===== src/rtl/cfg_byte_deframer.sv =====
// cfg_byte_deframer
//   Turns a host-to-device byte stream into configuration words. The block
//   hunts for a sync pattern, then assembles MSB-first words and strobes them
//   out. It leaves RECEIVE on the desync word, optionally after sending an
//   acknowledge frame back to the host. An inter-byte timeout also ends
//   RECEIVE.
//
// Ports
//   clk_i, reset_n_i      clock, asynchronous active-low reset
//   out_data_i/valid_i    host-to-device byte stream
//   out_ready_o           high in HUNT and RECEIVE, low while acknowledging
//   in_data_o/valid_o     device-to-host acknowledge bytes
//   in_ready_i            host accepts the acknowledge byte
//   word_write_strobe_o   one-cycle strobe per assembled word
//   write_data_o          assembled word, held between strobes
//   sync_o                high while in RECEIVE
//   word_count_o          words written since the last sync, saturating
//   timeout_o             one-cycle pulse when the inter-byte timeout aborts
module cfg_byte_deframer #(
    parameter int unsigned WORD_BYTES = 4,
    localparam int unsigned WORD_W = 8 * WORD_BYTES,
    parameter logic [WORD_W-1:0] SYNC_WORD = WORD_W'(32'h00AA_FF01),
    parameter logic [WORD_W-1:0] SYNC_WORD_ALT = WORD_W'(32'h00AA_FF02),
    parameter logic [WORD_W-1:0] DESYNC_WORD = WORD_W'(32'h0010_0000),
    parameter logic [WORD_W-1:0] ACK_WORD = WORD_W'(32'hFAB0_FABF),
    parameter bit ACK_EN = 1'b1,
    parameter int unsigned TIMEOUT_CYCLES = 1000000
) (
    input  logic              clk_i,
    input  logic              reset_n_i,
    input  logic [7:0]        out_data_i,
    input  logic              out_valid_i,
    output logic              out_ready_o,
    output logic [7:0]        in_data_o,
    output logic              in_valid_o,
    input  logic              in_ready_i,
    output logic              word_write_strobe_o,
    output logic [WORD_W-1:0] write_data_o,
    output logic              sync_o,
    output logic [15:0]       word_count_o,
    output logic              timeout_o
);

    localparam logic [2:0] LAST_BYTE = 3'(WORD_BYTES - 1);

    typedef enum logic [1:0] {
        ST_HUNT,
        ST_RECEIVE,
        ST_ACK
    } state_t;

    state_t            state;
    logic [WORD_W-1:0] shreg;
    logic [WORD_W-1:0] shift_next;
    logic [2:0]        byte_cnt;
    logic [2:0]        ack_idx;
    logic [31:0]       idle_cnt;
    logic              accept;

    // Byte idx of the acknowledge frame, counted from the MSB end.
    function automatic logic [7:0] ack_byte(input logic [2:0] idx);
        logic [WORD_W-1:0] tmp;
        tmp = ACK_WORD << {idx, 3'b000};
        return tmp[WORD_W-1 -: 8];
    endfunction

    assign out_ready_o = (state != ST_ACK);
    assign sync_o      = (state == ST_RECEIVE);
    assign accept      = out_valid_i && out_ready_o;
    assign shift_next  = {shreg[WORD_W-9:0], out_data_i};

    always_ff @(posedge clk_i or negedge reset_n_i) begin
        if (!reset_n_i) begin
            state               <= ST_HUNT;
            shreg               <= '0;
            byte_cnt            <= '0;
            ack_idx             <= '0;
            idle_cnt            <= '0;
            in_valid_o          <= 1'b0;
            in_data_o           <= 8'h00;
            word_write_strobe_o <= 1'b0;
            write_data_o        <= '0;
            word_count_o        <= '0;
            timeout_o           <= 1'b0;
        end else begin
            word_write_strobe_o <= 1'b0;
            timeout_o           <= 1'b0;
            unique case (state)
                ST_HUNT: begin
                    if (accept) begin
                        shreg <= shift_next;
                        if (shift_next == SYNC_WORD || shift_next == SYNC_WORD_ALT) begin
                            state        <= ST_RECEIVE;
                            byte_cnt     <= '0;
                            word_count_o <= '0;
                            idle_cnt     <= '0;
                        end
                    end
                end
                ST_RECEIVE: begin
                    // An accepted byte takes priority over an expiring timeout.
                    if (accept) begin
                        shreg    <= shift_next;
                        idle_cnt <= '0;
                        if (byte_cnt == LAST_BYTE) begin
                            byte_cnt            <= '0;
                            write_data_o        <= shift_next;
                            word_write_strobe_o <= 1'b1;
                            if (word_count_o != 16'hFFFF)
                                word_count_o <= word_count_o + 16'd1;
                            if (shift_next == DESYNC_WORD) begin
                                if (ACK_EN) begin
                                    state      <= ST_ACK;
                                    ack_idx    <= '0;
                                    in_valid_o <= 1'b1;
                                    in_data_o  <= ack_byte(3'd0);
                                end else begin
                                    state <= ST_HUNT;
                                    shreg <= '0;
                                end
                            end
                        end else begin
                            byte_cnt <= byte_cnt + 3'd1;
                        end
                    end else if (TIMEOUT_CYCLES != 0) begin
                        if (idle_cnt == TIMEOUT_CYCLES - 1) begin
                            state     <= ST_HUNT;
                            shreg     <= '0;
                            byte_cnt  <= '0;
                            idle_cnt  <= '0;
                            timeout_o <= 1'b1;
                        end else begin
                            idle_cnt <= idle_cnt + 32'd1;
                        end
                    end
                end
                ST_ACK: begin
                    if (in_ready_i) begin
                        if (ack_idx == LAST_BYTE) begin
                            state      <= ST_HUNT;
                            shreg      <= '0;
                            ack_idx    <= '0;
                            in_valid_o <= 1'b0;
                            in_data_o  <= 8'h00;
                        end else begin
                            ack_idx   <= ack_idx + 3'd1;
                            in_data_o <= ack_byte(ack_idx + 3'd1);
                        end
                    end
                end
                default: begin
                    state <= ST_HUNT;
                    shreg <= '0;
                end
            endcase
        end
    end

endmodule


===== config.mk =====
export PLATFORM = sky130hd
export DESIGN_NAME = cfg_byte_deframer
export DESIGN_NICKNAME = d
export VERILOG_FILES = /design/src/rtl/cfg_byte_deframer.sv
export SDC_FILE = /design/constraint.sdc
export NUM_CORES = 1
export LEC_CHECK = 0
export ABC_AREA = 1
export BUFFER_PORTS_ARGS = -buffer_cell sky130_fd_sc_hd__buf_2
export CAP_MARGIN = 30
export CORE_AREA = 8 8 156 85
export CTS_BUF_LIST = sky130_fd_sc_hd__clkbuf_16
export CTS_CLUSTER_SIZE = 25
export DETAILED_ROUTE_END_ITERATION = 12
export DIE_AREA = 0 0 164 93
export GPL_TIMING_DRIVEN = 0
export PLACE_DENSITY = 0.88
export SYNTH_ARGS = -nofsm -noshare
export SYNTH_HDL_FRONTEND = slang
export SYNTH_SLANG_ARGS = --single-unit

===== constraint.sdc =====
create_clock -name clk_i -period 3.3 [get_ports clk_i]
set_clock_uncertainty 0.2 [all_clocks]
set_input_delay 0.165 -clock clk_i [delete_from_list [all_inputs] [get_ports clk_i]]
set_output_delay 0.165 -clock clk_i [all_outputs]
set_load 0.03 [all_outputs]

==> results by group <==
Final layout
  • Filler Cells Inserted: 873
  • Syn-to-layout area delta: 19.6%
  • Nets@finish: 934
  • Fin cells: 1075
  • Share of layout cells above drive strength 1: 19.9%
  • Diode count: 0
  • Final instance area: 7740 um2

Setup path
  • CP delay by family, top: buffers and inverters
  • Startpoint Class: flip-flop
  • Crit path kind: reg2out
  • Crit path top cell by count: buf_2
  • CP cell instances: inv_2 -> nor2_4 -> buf_2 -> buf_1 -> buf_2
  • Crit path required time: 2930 ps
  • Worst Path Max Fanout: 10
  • Buf/Inv on CP: 4
  • Critical Path Sink Type: output pin
  • CP arrival: 2140 ps
  • CP peak stage delay: 460 ps
  • Worst path slowest cell: buf_1

STA
  • Crit share post-route: 75.9%
  • Unrepaired setup endpoints after global routing: no
  • Slew Limit Headroom: 55.9%
  • Tmin final: 2510 ps
  • Slew Limit Fails: 0
  • Tightest Pin Transition: 661 ps
  • TNS Setup: 0 ps
  • Max Fclk: 399 MHz
  • Setup ws final: 794 ps
  • Final hold vios: 0
  • Final Setup Violations: 0

Synthesis
  • YS warnings: 0
  • Gate Count Post-Synth: 812
  • Sequential area share after synthesis: 46.0%
  • Post-synth top flop: dfrtp_1
  • EDFF count, synth: 0
  • Fraction of registers with async set/reset: 100%
  • Netlist cell types: 38
  • Synth Area per Inst: 7.97 um2
  • Synthesized Nets: 832
  • Yosys reg bits: 119
  • Post-Syn Area: 6470 um2

Die
  • IO Count: 73
  • Die ar.: 15300 um2
  • Die width: 164 um
  • Row Count: 28
  • Die Ht: 93 um
  • Starting Density: 57.6%
  • Core Area: 11200 um2

Outcome
  • Status: finished clean

Power and ir drop
  • PD cells: 895 nW/um2
  • Peak supply drop: 628 uV
  • Total Power: 6930 uW
  • Leak: 0.00367 uW

Place
  • Number of buffers added on ports: 72
  • Post-DP HPWL: 13700 um
  • Area post-placement: 7050 um2
  • Final Wtd Congestion: 0.978
  • Pre-CTS setup slack: 1070 ps
  • Placed cells: 1035

Clock network
  • Clock buffer count from CTS: 17
  • CTS tree: done
  • Max Root-Sink Buffers: 2
  • H-tree Lvls: 4
  • Post_cts resized: 0
  • Root Driver: clkbuf_16
  • Clk sinks: 119
  • Post-CTS setup buffers: 0
  • Clk Latency, worst-skew pair: 410 ps
  • Worst-path clk slew: 50 ps

GRT
  • First-pass GRT wire length: 31900 um
  • Initial antenna violation count: 0
  • Largest net degree at the start of global routing: 77
  • Vias in the first global route: 6047
  • Total track usage: 26.7%
  • Grt total ovfl: 0

Drt
  • DRT antenna net count: 0
  • Pre-Repair DR Iteration Count: 5
  • Total wire length: 19500 um
  • Per-cell routed wire length: 18.2 um
  • DR vias: 6198
  • Residual DRC: 0
  • Initial DRC count: 718
  • DR vias/cell: 5.77

Hold path
  • Worst Hold Class: in2reg

Job
  • Max-cap violations: 0
cell families (layout without fill, tap and decap cells):
family / count (synthesis) / in the layout / share of synthesized area (%)
AO/OA/AOI/OAI: 104 / 104 / 8.95
XOR/XNOR: 15 / 15 / 2.03
multiplexers: 14 / 14 / 2.44
buffers and inverters: 111 / 224 / 8.25
adder cells (fa/ha/maj): 8 / 8 / 1.55
AND/OR/NAND/NOR: 441 / 441 / 30.8
flip-flops: 119 / 119 / 46.0
sequential cells by signal, indices dropped and copies added (netlist names):
signal and flops:
word_write_strobe_o 1, ack_idx 3, timeout_o 1, byte_cnt 3, in_data_o 4, idle_cnt 32
shreg 24, in_valid_o 1, state 2, write_data_o 32, word_count_o 16
area by class of cell:
| type | count | area (um2) | area share [%] |
|---|---|---|---|
| Timing Repair Buffer | 83 | 494 | 6.38 |
| Clock inverter | 13 | 164 | 2.12 |
| Tap cell | 150 | 188 | 2.42 |
| Multi-Input combinational cell | 582 | 2960 | 38.2 |
| Buffer | 27 | 211 | 2.73 |
| Inverter | 84 | 323 | 4.17 |
| Sequential cell | 119 | 2980 | 38.5 |
| Clock buffer | 17 | 425 | 5.49 |
synthesized netlist by cell type (2+ instances only):
| library cell | count | area, um2 |
|---|---|---|
| nor2_1 | 104 | 390 |
| nor2_2 | 4 | 25.0 |
| buf_4 | 9 | 67.6 |
| xor2_1 | 14 | 123 |
| dfrtp_1 | 119 | 2980 |
| ha_1 | 8 | 100 |
| inv_1 | 77 | 289 |
| o21ai_0 | 34 | 170 |
| nand2_2 | 4 | 25.0 |
| nor4_1 | 2 | 12.5 |
| nand2_4 | 2 | 22.5 |
| nand3b_1 | 2 | 15.0 |
| nand4_1 | 24 | 150 |
| mux2_1 | 10 | 113 |
| nand3_2 | 8 | 80.1 |
| buf_6 | 5 | 56.3 |
| or2_2 | 11 | 68.8 |
| inv_2 | 6 | 22.5 |
| nor3_1 | 20 | 100 |
| nand3_1 | 58 | 290 |
| o21ai_1 | 34 | 170 |
| a21oi_1 | 20 | 100 |
| o21ai_2 | 13 | 114 |
| mux2_2 | 4 | 45.0 |
| nor2_4 | 5 | 56.3 |
| buf_2 | 8 | 40.0 |
| nand2_1 | 196 | 736 |
layout by cell type (no fill, tap or decap), types with 2 or more instances in the layout:
cell           count
inv_1             78
clkinv_2           4
nand4_1           24
inv_2              6
dlygate4sd3_1     10
a21oi_1           20
o21ai_1           34
clkinv_1           3
buf_2             79
o21ai_2           13
nand3_2            8
nand2_4            2
xor2_1            14
nand2_2            4
buf_4              9
buf_6              6
bufinv_16          4
clkbuf_16         17
mux2_1            10
o21ai_0           34
nor2_1           104
nand3_1           58
nor4_1             2
nor2_4             5
nand2_1          196
dfrtp_1          119
nand3b_1           2
nor3_1            20
or2_2             11
mux2_2             4
ha_1               8
nor2_2             4
power breakdown:
part           switching (uW)  total (uW)  internal [uW]
logic                    1880        2670            798
clock network             660        1900           1240
registers                 414        2360           1940
total                    2950        6930           3980
metrics by stage:
| step | util, % | hold slack (ps) |
|---|---|---|
| floorplan | - | -331 |
| global placement | 62.4 | 226 |
| detailed placement | 62.7 | -90.6 |
| CTS | 68.9 | 13.1 |
| global route | 68.9 | 47.5 |
| finish | 68.9 | 21.9 |
repair_timing:
item / CTS / global route
setup endpoints to repair: 0 / 0
endpoints found under the hold margin: 137 / 0
hold buffers: 10 / 0
metal layers:
metal	up-vias	track usage (%)	wire length, um
met5	-	0	0
met4	0	8.87	270
met3	34	8.59	2400
met2	379	37.4	7980
met1	2942	38.3	8870
li1	2843	-	-
worst paths after layout:
| kind | slack, ps | from | to | cells past startpoint |
|---|---|---|---|---|
| setup / recovery | 790 | state[0] | sync_o | 5 |
| max in group asynchronous | 2120 | reset_n_i | idle_cnt[15] | 3 |
| setup reg to reg | 980 | shreg[23] | idle_cnt[31] | 9 |
| hold reg to reg | 280 | write_data_o[7] | write_data_o[7] | 1 |
| hold / removal | 20 | out_valid_i | timeout_o | 4 |
| min in group asynchronous | 50 | reset_n_i | write_data_o[27] | 2 |
worst min-delay path, cell delays in order:
cell and delay [ps]:
buf_2 100, inv_1 100, nand2_1 140, nor3_1 80
Power figures use the tool's default switching activity.
